===== src/rtl/uart_loopback_buf_pkg.sv =====
// Shared definitions for the UART loopback buffer: data-mode encodings.
package uart_loopback_buf_pkg;

  typedef enum logic [1:0] {
    MODE_ECHO   = 2'd0,
    MODE_INVERT = 2'd1,
    MODE_SINK   = 2'd2,
    MODE_GEN    = 2'd3
  } mode_e;

endpackage


===== src/rtl/uart_loopback_buf_sync_fifo.sv =====
// Single-clock FIFO with wrap-bit pointers; output shows the head entry, zero when empty.
module sync_fifo #(
  parameter int DATA_W = 8,
  parameter int DEPTH  = 16,
  localparam int AW    = $clog2(DEPTH)
) (
  input  logic              clk,
  input  logic              srst,
  input  logic              push,
  input  logic [DATA_W-1:0] push_data,
  input  logic              pop,
  output logic [DATA_W-1:0] pop_data,
  output logic              full,
  output logic              empty,
  output logic [AW:0]       level
);

  logic [DATA_W-1:0] mem_q [DEPTH];
  logic [AW:0]       wr_ptr_q, wr_ptr_d;
  logic [AW:0]       rd_ptr_q, rd_ptr_d;
  logic              do_push, do_pop;

  always_comb begin
    empty    = (wr_ptr_q == rd_ptr_q);
    full     = (wr_ptr_q[AW-1:0] == rd_ptr_q[AW-1:0]) && (wr_ptr_q[AW] != rd_ptr_q[AW]);
    level    = wr_ptr_q - rd_ptr_q;
    do_push  = push && !full;
    do_pop   = pop && !empty;
    wr_ptr_d = wr_ptr_q + {{AW{1'b0}}, do_push};
    rd_ptr_d = rd_ptr_q + {{AW{1'b0}}, do_pop};
    // Gating with empty keeps the output at zero after reset without clearing the array.
    pop_data = empty ? '0 : mem_q[rd_ptr_q[AW-1:0]];
  end

  always_ff @(posedge clk) begin
    if (srst) begin
      wr_ptr_q <= '0;
      rd_ptr_q <= '0;
    end else begin
      wr_ptr_q <= wr_ptr_d;
      rd_ptr_q <= rd_ptr_d;
    end
  end

  always_ff @(posedge clk) begin
    if (do_push) begin
      mem_q[wr_ptr_q[AW-1:0]] <= push_data;
    end
  end

endmodule


===== src/rtl/uart_loopback_buf.sv =====
// Byte-stream buffer between the USB UART pipes: mode mux, FIFO, transfer counters, activity strobe.
module uart_loopback_buf
  import uart_loopback_buf_pkg::*;
#(
  parameter int DATA_W = 8,
  parameter int DEPTH  = 16,
  parameter int ACT_W  = 20,
  parameter int CNT_W  = 16,
  localparam int LW    = $clog2(DEPTH) + 1
) (
  input  logic              clk_48mhz,
  input  logic              reset,
  input  logic [1:0]        mode,
  input  logic [DATA_W-1:0] in_data,
  input  logic              in_valid,
  output logic              in_ready,
  output logic [DATA_W-1:0] out_data,
  output logic              out_valid,
  input  logic              out_ready,
  output logic [LW-1:0]     level,
  output logic [CNT_W-1:0]  rx_count,
  output logic [CNT_W-1:0]  tx_count,
  output logic              activity
);

  mode_e             mode_s;
  logic              fifo_full, fifo_empty;
  logic              push;
  logic [DATA_W-1:0] push_data;
  logic              rx_fire, tx_fire, gen_push;
  logic [DATA_W-1:0] pat_q, pat_d;
  logic [CNT_W-1:0]  rx_q, rx_d, tx_q, tx_d;
  logic [ACT_W-1:0]  act_q, act_d;

  assign mode_s = mode_e'(mode);

  always_comb begin
    in_ready  = 1'b0;
    push      = 1'b0;
    push_data = '0;
    gen_push  = 1'b0;
    if (!reset) begin
      case (mode_s)
        MODE_ECHO: begin
          in_ready  = !fifo_full;
          push      = in_valid && !fifo_full;
          push_data = in_data;
        end
        MODE_INVERT: begin
          in_ready  = !fifo_full;
          push      = in_valid && !fifo_full;
          push_data = ~in_data;
        end
        MODE_SINK: begin
          in_ready = 1'b1;
        end
        MODE_GEN: begin
          in_ready  = 1'b1;
          gen_push  = !fifo_full;
          push      = gen_push;
          push_data = pat_q;
        end
        default: ;
      endcase
    end

    out_valid = !fifo_empty;
    rx_fire   = in_valid && in_ready;
    tx_fire   = out_valid && out_ready && !reset;
    pat_d     = pat_q + {{(DATA_W-1){1'b0}}, gen_push};
    rx_d      = rx_q + {{(CNT_W-1){1'b0}}, rx_fire};
    tx_d      = tx_q + {{(CNT_W-1){1'b0}}, tx_fire};
    if (rx_fire || tx_fire) begin
      act_d = '1;
    end else if (act_q != '0) begin
      act_d = act_q - 1'b1;
    end else begin
      act_d = act_q;
    end
  end

  always_ff @(posedge clk_48mhz) begin
    if (reset) begin
      pat_q <= '0;
      rx_q  <= '0;
      tx_q  <= '0;
      act_q <= '0;
    end else begin
      pat_q <= pat_d;
      rx_q  <= rx_d;
      tx_q  <= tx_d;
      act_q <= act_d;
    end
  end

  sync_fifo #(
    .DATA_W (DATA_W),
    .DEPTH  (DEPTH)
  ) u_fifo (
    .clk       (clk_48mhz),
    .srst      (reset),
    .push      (push),
    .push_data (push_data),
    .pop       (tx_fire),
    .pop_data  (out_data),
    .full      (fifo_full),
    .empty     (fifo_empty),
    .level     (level)
  );

  assign rx_count = rx_q;
  assign tx_count = tx_q;
  assign activity = (act_q != '0);

endmodule


===== config.mk =====
export PLATFORM = sky130hd
export DESIGN_NAME = uart_loopback_buf
export DESIGN_NICKNAME = d
export VERILOG_FILES = /design/src/rtl/uart_loopback_buf_pkg.sv /design/src/rtl/uart_loopback_buf_sync_fifo.sv /design/src/rtl/uart_loopback_buf.sv
export SDC_FILE = /design/constraint.sdc
export NUM_CORES = 1
export LEC_CHECK = 0
export CELL_PAD_IN_SITES_DETAIL_PLACEMENT = 2
export CELL_PAD_IN_SITES_GLOBAL_PLACEMENT = 2
export CORE_UTILIZATION = 45
export DETAILED_ROUTE_END_ITERATION = 12
export GPL_ROUTABILITY_DRIVEN = 0
export PLACE_DENSITY = 0.84
export SLEW_MARGIN = 20
export SYNTH_ARGS = -nofsm -noshare
export SYNTH_HDL_FRONTEND = slang
export SYNTH_SLANG_ARGS = --single-unit

===== constraint.sdc =====
create_clock -name clk_48mhz -period 7.1 [get_ports clk_48mhz]
set_input_delay 1.42 -clock clk_48mhz [delete_from_list [all_inputs] [get_ports clk_48mhz]]
set_output_delay 1.42 -clock clk_48mhz [all_outputs]
set_load 0.03 [all_outputs]

==> results of run 1 <==
[critical path, stage by stage, from the launching register on]
cell and delay, ns:
dfxtp_1 1.05, inv_1 0.16, ha_1 0.38, nand4_1 0.18
nor2_1 0.81, nor2b_1 0.12, clkdlybuf4s50_1 0.65
[flip-flops by register name (all words and copies together), names as in the netlist]
register / cells
act_q: 20
u_fifo.mem_q: 128
rx_count: 16
u_fifo.wr_ptr_q: 5
pat_q: 8
tx_count: 16
u_fifo.rd_ptr_q: 5
[worst max-delay path by stage]
stage / cells past startpoint / slack [ns] / startpoint / to
after floorplan: 2 / 3.51 / mode[1] / in_ready
after global placement: 4 / 2.46 / mode[1] / in_ready
after detailed placement: 6 / 2.18 / mode[0] / u_fifo.mem_q[2][5]
after CTS: 6 / 1.88 / u_fifo.rd_ptr_q[1] / out_data[0]
after global routing: 6 / 1.71 / u_fifo.rd_ptr_q[1] / out_data[2]
final: 6 / 1.88 / u_fifo.rd_ptr_q[1] / out_data[0]
[cell type report]
cell class / instances / area (um2) / share of cell area, %
Timing Repair Buffer: 67 / 651 / 6.59
Clock buffer: 23 / 522 / 5.29
Clock inverter: 9 / 62.6 / 0.634
Sequential cell: 198 / 5250 / 53.2
Multi-Input combinational cell: 358 / 3040 / 30.8
Tap cell: 229 / 287 / 2.90
Inverter: 16 / 62.6 / 0.634
[Yosys cell counts, types with 11 or more instances]
master	n	share of area (%)
a21oi_1	12	0.71
clkbuf_1	16	0.71
dfxtp_1	70	17
edfxtp_1	128	46
ha_1	15	2.2
inv_1	13	0.58
mux4_2	40	11
nand2_1	14	0.62
nand3_1	27	1.6
nor2_1	67	3.0
nor2b_1	19	1.4
nor3_1	11	0.65
xnor2_1	24	2.5
xor2_1	38	3.9
[where the power goes]
part | total [uW] | switching (uW) | internal, uW | leakage, uW
Clock | 954 | 432 | 522 | 0.000285
Sequential | 1280 | 29.1 | 1250 | 0.00175
Combinational | 225 | 130 | 94.8 | 0.00125
Total | 2450 | 591 | 1860 | 0.00328
[through the flow]
step	hold WS [ns]	total power, uW	cell area, um2
finish	0.534	2450	9870
global route	0.552	2530	9870
CTS	0.531	2470	9840
detailed placement	0.519	1530	9260
global placement	0.479	1500	9250
floorplan	0.467	1440	8430
[routing by layer]
layer  vias up  wire length, um  share of wire (%)
li1       2343                -                  -
met4         0              365                1.6
met2       117            12500                 54
met5         -                0                  0
met3        28              852                3.7
met1      2797             9540                 41
[kinds of logic (layout without fill, tap and decap cells)]
group,Yosys count,in the layout,share of synthesized area [%]
adder cells (fa/ha/maj),16,16,2.46
flip-flops,198,198,62.2
AO/OA/AOI/OAI,51,51,3.86
XOR/XNOR,62,62,6.44
multiplexers,42,42,11.0
AND/OR/NAND/NOR,187,187,11.9
buffers and inverters,44,115,2.08
==> impl_results.md, run 1 <==
* LEAKAGE at 0.00328 uW
* Min Tclk post-route at 5.22 ns
* Hold_sp: act_q[5]
* WHS Path Cells at 2
* DR iter-0 viols at 316
* Port Buffer Count at 61
* Vias in the first global route at 5887
* Max_cap viols at 0
* Worst slack, placed at 2.18 ns
* Register bit total from synthesis at 198
* Clock latency on the worst-skew pair at 0.45 ns
* # rows at 49
* Register-to-Register Path Depth at 10
* Clock-pin slew on the worst setup and hold paths at 0.07 ns
* Antenna Nets Post-Route at 0
* RSZ-0062 raised after global routing: false
* Clk_skew at 0.0143 ns
* Initial antenna violation count at 0
* Syn avg cell area at 14.0 um2
* Postcts setup bufs at 0
* Maximum root-to-sink buffer count at 2
* Reg2Reg Launch Point: u_fifo.rd_ptr_q[1]
* Gr busiest metal: met2
* Status: complete, but fails checks
* Max FO, Critical Path at 20
* H-tree levels at 4
* Sink Count at 198
* Finish-stage setup viols at 0
* Post-synth EDFFs at 128
* Failing checks: design-rule violations
* HPWL Detailed at 16600 um
* Max-slew headroom at 26.1%
* I/O Pins at 62
* Mapped cell area at 8430 um2
* Number of diodes at 0
* Fill count at 1649
* Critical Path AT at 3.80 ns
* Layout cells sized above 1 at 15.2%
* Yosys warns at 0
* Largest net degree at the start of global routing at 55
* Post-DR wirelength/cell at 25.9 um
* CTS Hold Bufs at 0
* Final Cycle Share at 73.5%
* Root Buffer: clkbuf_16
* Startpoint type of the worst setup path: flop
* Vias at 5285
* Final hold vios at 0
* Core area at 18100 um2
* Peak supply drop at 0.177 mV
* Placed Cells at 868
* Final wirelength at 23300 um
* Commonest non-fill, non-tap cells in the layout: 128 x edfxtp_1, 69 x dfxtp_1, 60 x nor2_1, 60 x clkdlybuf4s50_1, 40 x mux4_2
* Layout overhead on the synthesized area at 17.1%
* First-pass DRT Iterations at 11
* Critical Setup Path Class: flop to output port
* Seq/Total Area, Yosys at 62.2%
* Setup TNS at 0 ns
* Synth Net Count at 630
* TritonCTS clock tree: built
* Hold Crit Endpoint: act_q[5]
* Yosys cell types at 53
* Worst-Margin Slew at 1.11 ns
* Hold Crit Class: flop to flop
* Via/cell ratio at 5.87
* Die Span Y at 139 um
* Synth Flop Type: edfxtp_1
* CP Capture Type: output port
* Reg2reg end: tx_count[15]
* CTS resizes at 0
* CP required at 5.68 ns
* Grt met2 use at 47.0%
* GR Util met1 at 30.6%
* Die Area at 19300 um2
* Reg2reg setup slack at 2.92 ns
* First-pass GRT wire length at 36100 um
* Total GRT Usage at 25.7%
* Final worst slack at 1.88 ns
* Non-filler cells, final at 900
* Fin. max-slew vios at 0
* Top achievable clock speed at 192 MHz
* Die X at 139 um
* Final core occ at 54.4%
* Synth Instances at 600
* Pwr/cell area at 249 nW/um2
* Num CTS Buffers at 17
* Aggregate global routing overflow at 0
* DRC at 4
* Met3 Resource Use GR at 5.08%
* Initial Util at 46.4%
* Asr flop ratio synth at 0%
* Fin nets at 688
* Commonest non-fill, non-tap cell in the layout: edfxtp_1
No activity file was read; power rests on OpenSTA's default activity.
==> inputs of run 2 (changes only) <==
- CORE_UTILIZATION: 45 -> 38
- PLACE_DENSITY: 0.84 -> 0.76
- clock period: 7.1 -> 4.5 ns (I/O delays scaled with it)
==> impl_results.md, run 2 (same netlist as run 1, synthesis figures left out) <==
* Status: finished, final reports clean
* Fin. max-slew vios at 0 (unchanged)
* Hold Crit Endpoint: act_q[3]
* Aggregate global routing overflow at 0 (unchanged)
* Largest net degree at the start of global routing at 42 (-24%)
* Die Area at 22800 um2 (+18%)
* Final wirelength at 23000 um (-1.4%)
* I/O Pins at 62 (unchanged)
* Worst path bufs/invs at 3 (+1)
* Fill count at 2106 (+28%)
* Die X at 151 um (+8.7%)
* Vias at 5248 (-0.70%)
* Crit path largest cell delay at 0.75 ns (-0.30 ns)
* GR Util met1 at 27.0% (-3.6 points)
* Max FO, Critical Path at 36 (+80%)
* First-pass GRT wire length at 35600 um (-1.3%)
* Max reg flops at 128 (unchanged)
* Finish-stage setup viols at 0 (unchanged)
* CTS Hold Bufs at 0 (unchanged)
* Layout cells sized above 1 at 15.5% (+0.30 points)
* DRC at 0 (-4)
* Initial Util at 38.7% (-7.7 points)
* Critical Setup Path Class: flop to output port
* Total GRT Usage at 21.8% (-3.9 points)
* # rows at 54 (+10%)
* Clock latency on the worst-skew pair at 0.45 ns (about the same)
* CTS resizes at 0 (unchanged)
* Startpoint type of the worst setup path: flop
* Reg2reg end: u_fifo.mem_q[8][6]
* Hold_sp: act_q[3]
* Register-to-Register Path Depth at 8 (-2)
* Commonest non-fill, non-tap cell in the layout: edfxtp_1
* Final Cycle Share at 87.1%
* Grt met2 use at 39.0% (-8.0 points)
* Pwr/cell area at 387 nW/um2 (+55%)
* CP Capture Type: output port
* Final hold vios at 0 (unchanged)
* HPWL Detailed at 15800 um (-4.6%)
* Storage cell area at 5250 um2 (unchanged)
* First-pass DRT Iterations at 4 (-7)
* CP top delay family: buffers and inverters
* Met3 Resource Use GR at 3.80% (-1.3 points)
* Peak supply drop at 0.250 mV (+41%)
* Clk_skew at 0.0143 ns (-0.0000105 ns)
* CP cell instances: buf_4, inv_1, ha_1, nand4_1, nor2_1, a21oi_1, clkdlybuf4s50_1
* Vias in the first global route at 5827 (-1.0%)
* Worst-Margin Slew at 0.907 ns (-0.201 ns)
* Maximum root-to-sink buffer count at 2 (unchanged)
* Setup TNS at 0 ns (unchanged)
* Antenna Nets Post-Route at 0 (unchanged)
* Min Tclk post-route at 3.92 ns
* Fin nets at 701 (+1.9%)
* Reg2reg setup slack at 1.07 ns (-1.85 ns)
* Commonest non-fill, non-tap cells in the layout: 128 x edfxtp_1, 69 x dfxtp_1, 67 x nor2_1
* Total power at 3860 uW (+57%)
* Postcts setup bufs at 0 (unchanged)
* WHS Path Cells at 2 (unchanged)
* DR iter-0 viols at 247 (-22%)
* Layout overhead on the synthesized area at 18.5%
* Footprint of the multi-input gates at 3010 um2 (-0.91%)
* Die Span Y at 151 um (+8.7%)
* Clock-pin slew on the worst setup and hold paths at 0.08 ns (about the same)
* Slowest cell on the critical path: clkdlybuf4s50_1
* Post-DR wirelength/cell at 23.8 um (-7.9%)
* Sink Count at 198 (unchanged)
* Core area at 21800 um2 (+20%)
* Number of diodes at 0 (unchanged)
* Num CTS Buffers at 17 (unchanged)
* H-tree levels at 4 (unchanged)
* LEAKAGE at 0.00333 uW (+1.5%)
* Initial antenna violation count at 0 (unchanged)
* CP required at 3.60 ns (-2.08 ns)
* Critical Path AT at 3.02 ns (-0.78 ns)
* Gr busiest metal: met2
* TritonCTS clock tree: built
* Via/cell ratio at 5.44 (-7.3%)
* Root Buffer: clkbuf_16
* Top achievable clock speed at 255 MHz
* Max-slew headroom at 39.3% (+13 points)
* Port Buffer Count at 61 (unchanged)
* Max_cap viols at 0 (unchanged)
* Hold Crit Class: flop to flop
* RSZ-0062 raised after global routing: false
* Reg2Reg Launch Point: u_fifo.rd_ptr_q[1]
==> run 2: stage by stage <==
stage | utilization, % | area [um2] | instances | hold WS, ns | setup slack [ns]
global route | 45.9 | 9990 | 964 | 0.567 | 0.417
global placement | 43.3 | 9430 | 932 | 0.478 | 0.714
finish | 45.9 | 9990 | 964 | 0.536 | 0.579
floorplan | - | 8430 | 600 | 0.467 | 1.07
CTS | 45.9 | 9990 | 964 | 0.535 | 0.512
detailed placement | 43.3 | 9430 | 932 | 0.518 | 0.422
==> run 2: routing by layer <==
layer	vias up	share of wire (%)
met5	-	0
met4	0	1.2
met3	17	3.8
met2	114	54
met1	2750	41
li1	2367	-
==> run 2: final cells by class <==
cell class,count,area share [%]
Clock buffer,18,4.30
Clock inverter,14,1.32
Inverter,16,0.626
Multi-Input combinational cell,358,30.1
Sequential cell,198,52.5
Tap cell,280,3.51
Timing Repair Buffer,80,7.62
==> run 2: worst min-delay path, delay by kind of cell (launching register included) <==
kind / cells / cell delay, ns
flip-flops: 1 / 0.34
AO/OA/AOI/OAI: 2 / 0.14
==> run 2: how the worst max path moves through the flow <==
| stage | start | end | slack (ns) | depth (start not counted) |
|---|---|---|---|---|
| after global placement | mode[0] | u_fifo.mem_q[8][0] | 0.71 | 6 |
| after CTS | u_fifo.rd_ptr_q[1] | in_ready | 0.51 | 7 |
| after floorplan | u_fifo.rd_ptr_q[1] | rx_count[14] | 1.07 | 15 |
| after detailed placement | mode[0] | u_fifo.mem_q[11][4] | 0.42 | 6 |
| after global routing | u_fifo.rd_ptr_q[1] | in_ready | 0.42 | 7 |
| final | u_fifo.rd_ptr_q[1] | in_ready | 0.58 | 7 |
==> run 2: report_power, final <==
part | leakage [uW] | switching (uW) | internal, uW
clock | 0.000274 | 754 | 737
sequential | 0.00175 | 36.7 | 1970
combinational | 0.00131 | 212 | 158
total | 0.00333 | 1000 | 2860
